[config.mk]
export PLATFORM = sky130hd
export DESIGN_NAME = btb_gshare_predictor_flat
export DESIGN_NICKNAME = d
export VERILOG_FILES = /design/src/rtl/btb_gshare_predictor_if.sv /design/src/rtl/btb_gshare_predictor.sv /design/src/flat_wrapper.sv
export SDC_FILE = /design/constraint.sdc
export NUM_CORES = 1
export LEC_CHECK = 0
export ABC_CLOCK_PERIOD_IN_PS = 3850
export CORE_AREA = 2 2 215 302
export CTS_CLUSTER_DIAMETER = 50
export DETAILED_ROUTE_END_ITERATION = 8
export DIE_AREA = 0 0 217 304
export PLACE_DENSITY_LB_ADDON = 0.25
export RECOVER_POWER = 25
export SYNTH_ARGS = -nofsm -noshare
export SYNTH_HDL_FRONTEND = slang
export SYNTH_SLANG_ARGS = --single-unit
[constraint.sdc]
create_clock -name CLK -period 3.85 [get_ports CLK]
set_input_delay 0.5775 -clock CLK [delete_from_list [all_inputs] [get_ports CLK]]
set_output_delay 0.5775 -clock CLK [all_outputs]
set_load 0.005 [all_outputs]
[src/rtl/btb_gshare_predictor_if.sv]
// Fetch-lookup, commit-update and perf-counter signals of the BTB/gshare predictor.
// The master modport is the pipeline side and the slave modport is the predictor.
interface btb_gshare_predictor_if #(
  parameter int IDX_W  = 4,
  parameter int PERF_W = 16
);
  logic [31:0]       lu_pc;
  logic              lu_hit;
  logic              lu_predict;
  logic [31:0]       lu_target;
  logic [IDX_W-1:0]  lu_index;
  logic              up_en;
  logic [IDX_W-1:0]  up_index;
  logic [31:0]       up_pc;
  logic              up_taken;
  logic [31:0]       up_target;
  logic              up_mispred;
  logic              flush;
  logic [PERF_W-1:0] perf_br;
  logic [PERF_W-1:0] perf_miss;

  modport master (
    output lu_pc, up_en, up_index, up_pc, up_taken, up_target, up_mispred, flush,
    input  lu_hit, lu_predict, lu_target, lu_index, perf_br, perf_miss
  );

  modport slave (
    input  lu_pc, up_en, up_index, up_pc, up_taken, up_target, up_mispred, flush,
    output lu_hit, lu_predict, lu_target, lu_index, perf_br, perf_miss
  );
endinterface

[src/rtl/btb_gshare_predictor.sv]
// Tagged BTB with 2-bit counters and bimodal/gshare indexing; lookup is combinational.
// Training arrives from commit with the fetch-time index and takes effect on the next edge.
module btb_gshare_predictor #(
  parameter int ENTRIES = 16,
  parameter int TAG_W   = 8,
  parameter int HIST_W  = 4,
  parameter int GSHARE  = 1,
  parameter int PERF_W  = 16
) (
  input  logic CLK,
  input  logic RST,
  btb_gshare_predictor_if.slave bp
);
  localparam int IDX_W = $clog2(ENTRIES);

  logic [ENTRIES-1:0] valid;
  logic [1:0]         ctr [ENTRIES];
  logic [TAG_W-1:0]   tag [ENTRIES];
  logic [31:0]        tgt [ENTRIES];
  logic [HIST_W-1:0]  ghr;
  logic [HIST_W:0]    ghr_sh;
  logic [IDX_W-1:0]   ghr_ext;
  logic [IDX_W-1:0]   lu_idx;
  logic [TAG_W-1:0]   lu_tag;
  logic [TAG_W-1:0]   up_tag;
  logic               up_match;
  logic [1:0]         up_cur;
  logic [1:0]         up_ctr;
  logic [PERF_W-1:0]  perf_br_q;
  logic [PERF_W-1:0]  perf_miss_q;
  logic               unused_pc_bits;

  assign unused_pc_bits = ^{bp.lu_pc, bp.up_pc};
  assign ghr_sh         = {ghr, bp.up_taken};
  assign lu_tag         = bp.lu_pc[IDX_W+2 +: TAG_W];
  assign up_tag         = bp.up_pc[IDX_W+2 +: TAG_W];

  always_comb begin
    ghr_ext = '0;
    ghr_ext[HIST_W-1:0] = ghr;
    lu_idx = bp.lu_pc[IDX_W+1:2];
    if (GSHARE != 0) lu_idx = lu_idx ^ ghr_ext;
  end

  assign bp.lu_index   = lu_idx;
  assign bp.lu_hit     = valid[lu_idx] && (tag[lu_idx] == lu_tag);
  assign bp.lu_predict = bp.lu_hit && ctr[lu_idx][1];
  assign bp.lu_target  = tgt[lu_idx];
  assign bp.perf_br    = perf_br_q;
  assign bp.perf_miss  = perf_miss_q;

  assign up_match = valid[bp.up_index] && (tag[bp.up_index] == up_tag);
  assign up_cur   = ctr[bp.up_index];

  always_comb begin
    up_ctr = up_cur;
    if (!up_match)
      up_ctr = bp.up_taken ? 2'b10 : 2'b01;
    else if (bp.up_taken)
      up_ctr = (up_cur == 2'b11) ? up_cur : up_cur + 2'd1;
    else
      up_ctr = (up_cur == 2'b00) ? up_cur : up_cur - 2'd1;
  end

  always_ff @(posedge CLK) begin
    if (RST) begin
      valid       <= '0;
      ghr         <= '0;
      perf_br_q   <= '0;
      perf_miss_q <= '0;
      for (int i = 0; i < ENTRIES; i++) begin
        ctr[i] <= 2'b01;
        tag[i] <= '0;
        tgt[i] <= '0;
      end
    end else if (bp.flush) begin
      // A flushed cycle drops the whole update, including its perf contribution.
      valid <= '0;
      ghr   <= '0;
    end else if (bp.up_en) begin
      valid[bp.up_index] <= 1'b1;
      tag[bp.up_index]   <= up_tag;
      ctr[bp.up_index]   <= up_ctr;
      if (!up_match || bp.up_taken) tgt[bp.up_index] <= bp.up_target;
      ghr <= ghr_sh[HIST_W-1:0];
      if (perf_br_q != '1) perf_br_q <= perf_br_q + 1'b1;
      if (bp.up_mispred && (perf_miss_q != '1)) perf_miss_q <= perf_miss_q + 1'b1;
    end
  end
endmodule

[src/flat_wrapper.sv]
// flat-port wrapper written by rule: the top's interface ports become plain ports
module btb_gshare_predictor_flat 
#(
  parameter int ENTRIES = 16,
  parameter int TAG_W   = 8,
  parameter int HIST_W  = 4,
  parameter int GSHARE  = 1,
  parameter int PERF_W  = 16
)
  (CLK, RST, bp_lu_pc, bp_up_en, bp_up_index, bp_up_pc, bp_up_taken, bp_up_target, bp_up_mispred, bp_flush, bp_lu_hit, bp_lu_predict, bp_lu_target, bp_lu_index, bp_perf_br, bp_perf_miss);
  btb_gshare_predictor_if #(.IDX_W(4), .PERF_W(PERF_W)) bp_i ();
  input  logic CLK;
  input  logic RST;
  input wire logic [$bits(bp_i.lu_pc)-1:0] bp_lu_pc;
  input wire logic [$bits(bp_i.up_en)-1:0] bp_up_en;
  input wire logic [$bits(bp_i.up_index)-1:0] bp_up_index;
  input wire logic [$bits(bp_i.up_pc)-1:0] bp_up_pc;
  input wire logic [$bits(bp_i.up_taken)-1:0] bp_up_taken;
  input wire logic [$bits(bp_i.up_target)-1:0] bp_up_target;
  input wire logic [$bits(bp_i.up_mispred)-1:0] bp_up_mispred;
  input wire logic [$bits(bp_i.flush)-1:0] bp_flush;
  output wire logic [$bits(bp_i.lu_hit)-1:0] bp_lu_hit;
  output wire logic [$bits(bp_i.lu_predict)-1:0] bp_lu_predict;
  output wire logic [$bits(bp_i.lu_target)-1:0] bp_lu_target;
  output wire logic [$bits(bp_i.lu_index)-1:0] bp_lu_index;
  output wire logic [$bits(bp_i.perf_br)-1:0] bp_perf_br;
  output wire logic [$bits(bp_i.perf_miss)-1:0] bp_perf_miss;
  assign bp_i.lu_pc = bp_lu_pc;
  assign bp_i.up_en = bp_up_en;
  assign bp_i.up_index = bp_up_index;
  assign bp_i.up_pc = bp_up_pc;
  assign bp_i.up_taken = bp_up_taken;
  assign bp_i.up_target = bp_up_target;
  assign bp_i.up_mispred = bp_up_mispred;
  assign bp_i.flush = bp_flush;
  assign bp_lu_hit = bp_i.lu_hit;
  assign bp_lu_predict = bp_i.lu_predict;
  assign bp_lu_target = bp_i.lu_target;
  assign bp_lu_index = bp_i.lu_index;
  assign bp_perf_br = bp_i.perf_br;
  assign bp_perf_miss = bp_i.perf_miss;
  btb_gshare_predictor #(.ENTRIES(ENTRIES), .TAG_W(TAG_W), .HIST_W(HIST_W), .GSHARE(GSHARE), .PERF_W(PERF_W)) u_core (.CLK(CLK), .RST(RST), .bp(bp_i));
endmodule
==> summary by stage <==
Run status
The flow ran to the end, but the final reports show violations. The final reports fail on setup timing.

Global route
The initial antenna violation count is 3. Entering global routing, the biggest net connects 69 pins. The wire length of the first global-routing pass is 141.0 mm. The via count of the first global-routing pass is 22101. After global routing the overflow that remains totals 0. Across every metal layer, demand over resource in global routing totals 29.62%.

Critical path
At the worst endpoint, the required time is 3270 ps. The worst setup path category is flip-flop to primary output. For the worst setup path, the data arrival time is 3290 ps. Traced cell by cell, the critical path runs through xnor2_4, buf_4, clkbuf_16, buf_16, mux4_2, mux4_2, clkdlybuf4s50_1. The most common cell type on the critical path is sky130_fd_sc_hd__mux4_2. Grouping stages by cell kind, the critical path spends the most delay in buffers and inverters. Counting both buffers and inverters, the worst setup path holds a total of 4. The maximum fanout count along the critical path is 12. The slowest cell on the critical path is sky130_fd_sc_hd__mux4_2.

STA classifies the critical path startpoint as a flip-flop. The largest stage delay on the critical path is 520 ps. The worst setup path is captured at a primary output.

Power
For this design the static power due to leakage is 14.43 nW. The total power density per cell area is 449.3 nW/um2. IR analysis of the VDD net gives a maximum drop of 0.3498 mV.

Routing
Using the TritonRoute via totals, the vias-per-cell ratio works out to 6.228. Summed over all layers, the routed wires come to 96.27 mm. The iteration-0 DRC count of the detailed router is 2135. In this run the remaining antenna-violating nets after routing total 0.

The first detailed-routing pass ran for 7 iterations. The detailed router placed 20790 vias in this run. The detailed-route wire length per cell is 28.84 um. The remaining design rule violation count is 0.

Floorplanning
The die is 304 um tall. The area of the die is 65970 um2. The floorplan step defined a core boundary enclosing 63590 um2.

Pin placement for this block handled 176 I/O pins. The horizontal extent of the die is 217 um. The effective utilization at floorplan is 54.20%. The floorplan has 110 rows.

Layout
The library cells used most frequently in the layout, excluding fill and tap cells, are 672 x sky130_fd_sc_hd__edfxtp_1, 547 x sky130_fd_sc_hd__and2_1, 243 x sky130_fd_sc_hd__mux4_2. The layout overhead on the synthesized area is 18.07%. Cells with a size suffix above 1 make up 23.99% of the layout. The post-layout net count is 2551. The library cell used most frequently in the layout, excluding fill and tap cells, is sky130_fd_sc_hd__edfxtp_1. Cells fill 63.99% of the core in the end.

Synth
Each instance of the synthesized netlist takes up on average 15.52 um2. The fraction of registers with async set or reset after synthesis is 0%. The number of nets in the synthesized netlist is 2328. Counting flops and latches in the post-synthesis netlist gives 724. The cell area after technology mapping is 34460 um2. Summing the areas of all and, or, nand and nor instances in the mapped netlist gives 15.29% of the synthesized area.

Counting flops with a built-in enable in the synthesized netlist gives 672. Yosys mapped the design onto 55 distinct sky130hd cell types. Summing the areas of all fa, ha and maj instances in the mapped netlist gives 0.07261% of the synthesized area. Of the total synthesized cell area, the portion taken by XOR and XNOR cells is 1.118%.

Of the post-synthesis cell area, the part taken by muxes is 17.30%. Sequential cells were found to cover 61.58% of the synthesized design area. After synthesis, the largest family of logic cells by area is multiplexers. The cell count after synthesis came out at 2220. The synthesized netlist devotes 2.011% of its cell area to compound gates. The predominant post-synthesis flop cell is sky130_fd_sc_hd__edfxtp_1. During synthesis, Yosys emitted a total of 0 warnings.

Clocking
Counting along the longest clock path gives a buffer depth of 3. The root buffer cell is sky130_fd_sc_hd__clkbuf_16. Clock-pin slew was measured on the worst setup and hold paths at 60 ps. The total clock sinks is 724. The clock insertion delay at the later pin of the skew report is 630 ps. Clock tree synthesis inserted a total of 71 buffers. In this run the number of H-tree levels came out at 3. The number of hold buffers added after CTS was 0. The CTS tree is built.

STA
Measured against its own limit, the worst slew margin works out to 6.261%. The sum of negative setup slack is -26.87 ps. The count of pins over their slew limit came to 0. Setup repair after global routing could not meet its margin everywhere. The setup slack of the critical path after layout is -20.29 ps. The final setup skew is 24.53 ps. The highest achievable clock rate is 258.4 MHz. The routed design could run at a clock period as short as 3870 ps. The number of hold violations in the final report is 0. The post-route clock period utilization is 100.5%. The final-report setup violation count is 3. The transition at the pin with the smallest max-transition slack is 1406 ps.

Placed design
Once detailed placement completed, the half-perimeter wirelength came to 57.86 mm. At the end of routability-driven placement, the weighted congestion stood at 0.8974. Buffers placed on the I/O ports in this run total 131.

Run
The max capacitance violation total is 0.

Worst hold path
The tightest min-delay check is of the flip-flop to flip-flop type.
synthesized netlist by cell type, types with 10 or more instances:
cell                       instances  share of area [%]
sky130_fd_sc_hd__nand4_1          13               0.24
sky130_fd_sc_hd__or2_2            26               0.47
sky130_fd_sc_hd__edfxtp_1        672                 59
sky130_fd_sc_hd__nand2b_1         14               0.25
sky130_fd_sc_hd__nor2_1           68               0.74
sky130_fd_sc_hd__xor2_1           26               0.66
sky130_fd_sc_hd__a31oi_1          16               0.29
sky130_fd_sc_hd__and3_1           25               0.45
sky130_fd_sc_hd__or3_1            16               0.29
sky130_fd_sc_hd__mux2i_1          40                1.2
sky130_fd_sc_hd__clkbuf_1         80               0.87
sky130_fd_sc_hd__dfxtp_1          52                3.0
sky130_fd_sc_hd__nand2_1          68               0.74
sky130_fd_sc_hd__a31oi_4          12               0.74
sky130_fd_sc_hd__and2_1          604                 11
sky130_fd_sc_hd__nand3_1          32               0.46
sky130_fd_sc_hd__buf_1            13               0.14
sky130_fd_sc_hd__o21ai_0          14               0.20
sky130_fd_sc_hd__a21oi_1          10               0.15
sky130_fd_sc_hd__mux4_2          243                 16
sky130_fd_sc_hd__xnor2_1          18               0.46
sky130_fd_sc_hd__buf_2            61               0.89
sky130_fd_sc_hd__buf_6            12               0.39
path summary, 6_finish.rpt:
kind	cells after the start	endpoint	slack [ps]	from
worst max register to register	8	u_core.tgt[13][24]	720	u_core.tag[14][1]
worst min-delay path	2	u_core.valid[4]	460	u_core.valid[4]
worst max-delay path	7	bp_lu_target[21]	-20	u_core.ghr[0]
worst min register to register	2	u_core.valid[4]	460	u_core.valid[4]
worst reg2reg max path, cell delays in order, from the launching register on:
cell and delay [ps]:
sky130_fd_sc_hd__edfxtp_1 390, sky130_fd_sc_hd__mux4_2 500, sky130_fd_sc_hd__o21ai_0 530, sky130_fd_sc_hd__nor4b_2 140
sky130_fd_sc_hd__nor4_4 350, sky130_fd_sc_hd__buf_12 270, sky130_fd_sc_hd__a31oi_4 130, sky130_fd_sc_hd__or2_2 360
sky130_fd_sc_hd__buf_12 200
cell families (layout without fill, tap and decap cells):
kind of cell    Yosys count  in the layout
fa+ha+maj                 2              2
simple gates            895            895
other cells               0              1
compound gates           77             77
xor+xnor                 44             44
mux                     291            291
buf+inv                 187            464
flops                   724            724
power by group:
part	switching (mW)	internal, mW	total (mW)	leakage [nW]
logic	0.979	0.991	1.97	6.46
clock network	3.05	4.15	7.20	1.14
registers	0.140	8.97	9.11	6.83
total	4.17	14.1	18.3	14.4
routing by layer:
layer  share of wire (%)  track usage, %
met5               0.012               0
met4                 5.5           15.21
met3                 8.1           5.207
met2                  53           52.37
met1                  33           34.44
layout make-up:
type                       instances  area (um2)
antenna                            1       2.502
clock buffer                      81        1814
clock inverter                    46       536.8
fill                            4566       22900
inverter                           8       35.03
multi-input combinational       1309       12480
sequential                       724       21230
tap                              840        1051
timing repair buffer             329        3545
flip-flops by register name, summed over array words and instances (netlist names):
signal / cells
u_core.valid: 16
u_core.bp.perf_miss: 16
u_core.tgt: 512
u_core.ctr: 32
u_core.bp.perf_br: 16
u_core.ghr: 4
u_core.tag: 128
timing repair:
item,4_1_cts,5_1_grt
cloned,9,3
endpoints found under the setup margin,34,22
gates resized for setup,56,15
pin swaps,5,5
setup buffers,12,13
per-stage QoR:
| stage | cell area (um2) | hold WS (ps) | worst slack [ps] | total power [mW] | std cells |
|---|---|---|---|---|---|
| after global routing | 40690 | 475.8 | -103.1 | 18.75 | 3337 |
| after global placement | 37730 | 437.3 | -650.6 | 11.08 | 3173 |
| final | 40690 | 462.4 | -20.29 | 18.28 | 3338 |
| after CTS | 40570 | 462.5 | -12.54 | 18.33 | 3321 |
| after detailed placement | 37730 | 452.2 | -597.8 | 11.13 | 3173 |
| after floorplan | 34460 | 429.1 | 243.6 | 10.28 | 2220 |
No activity file was read; power rests on OpenSTA's default activity.
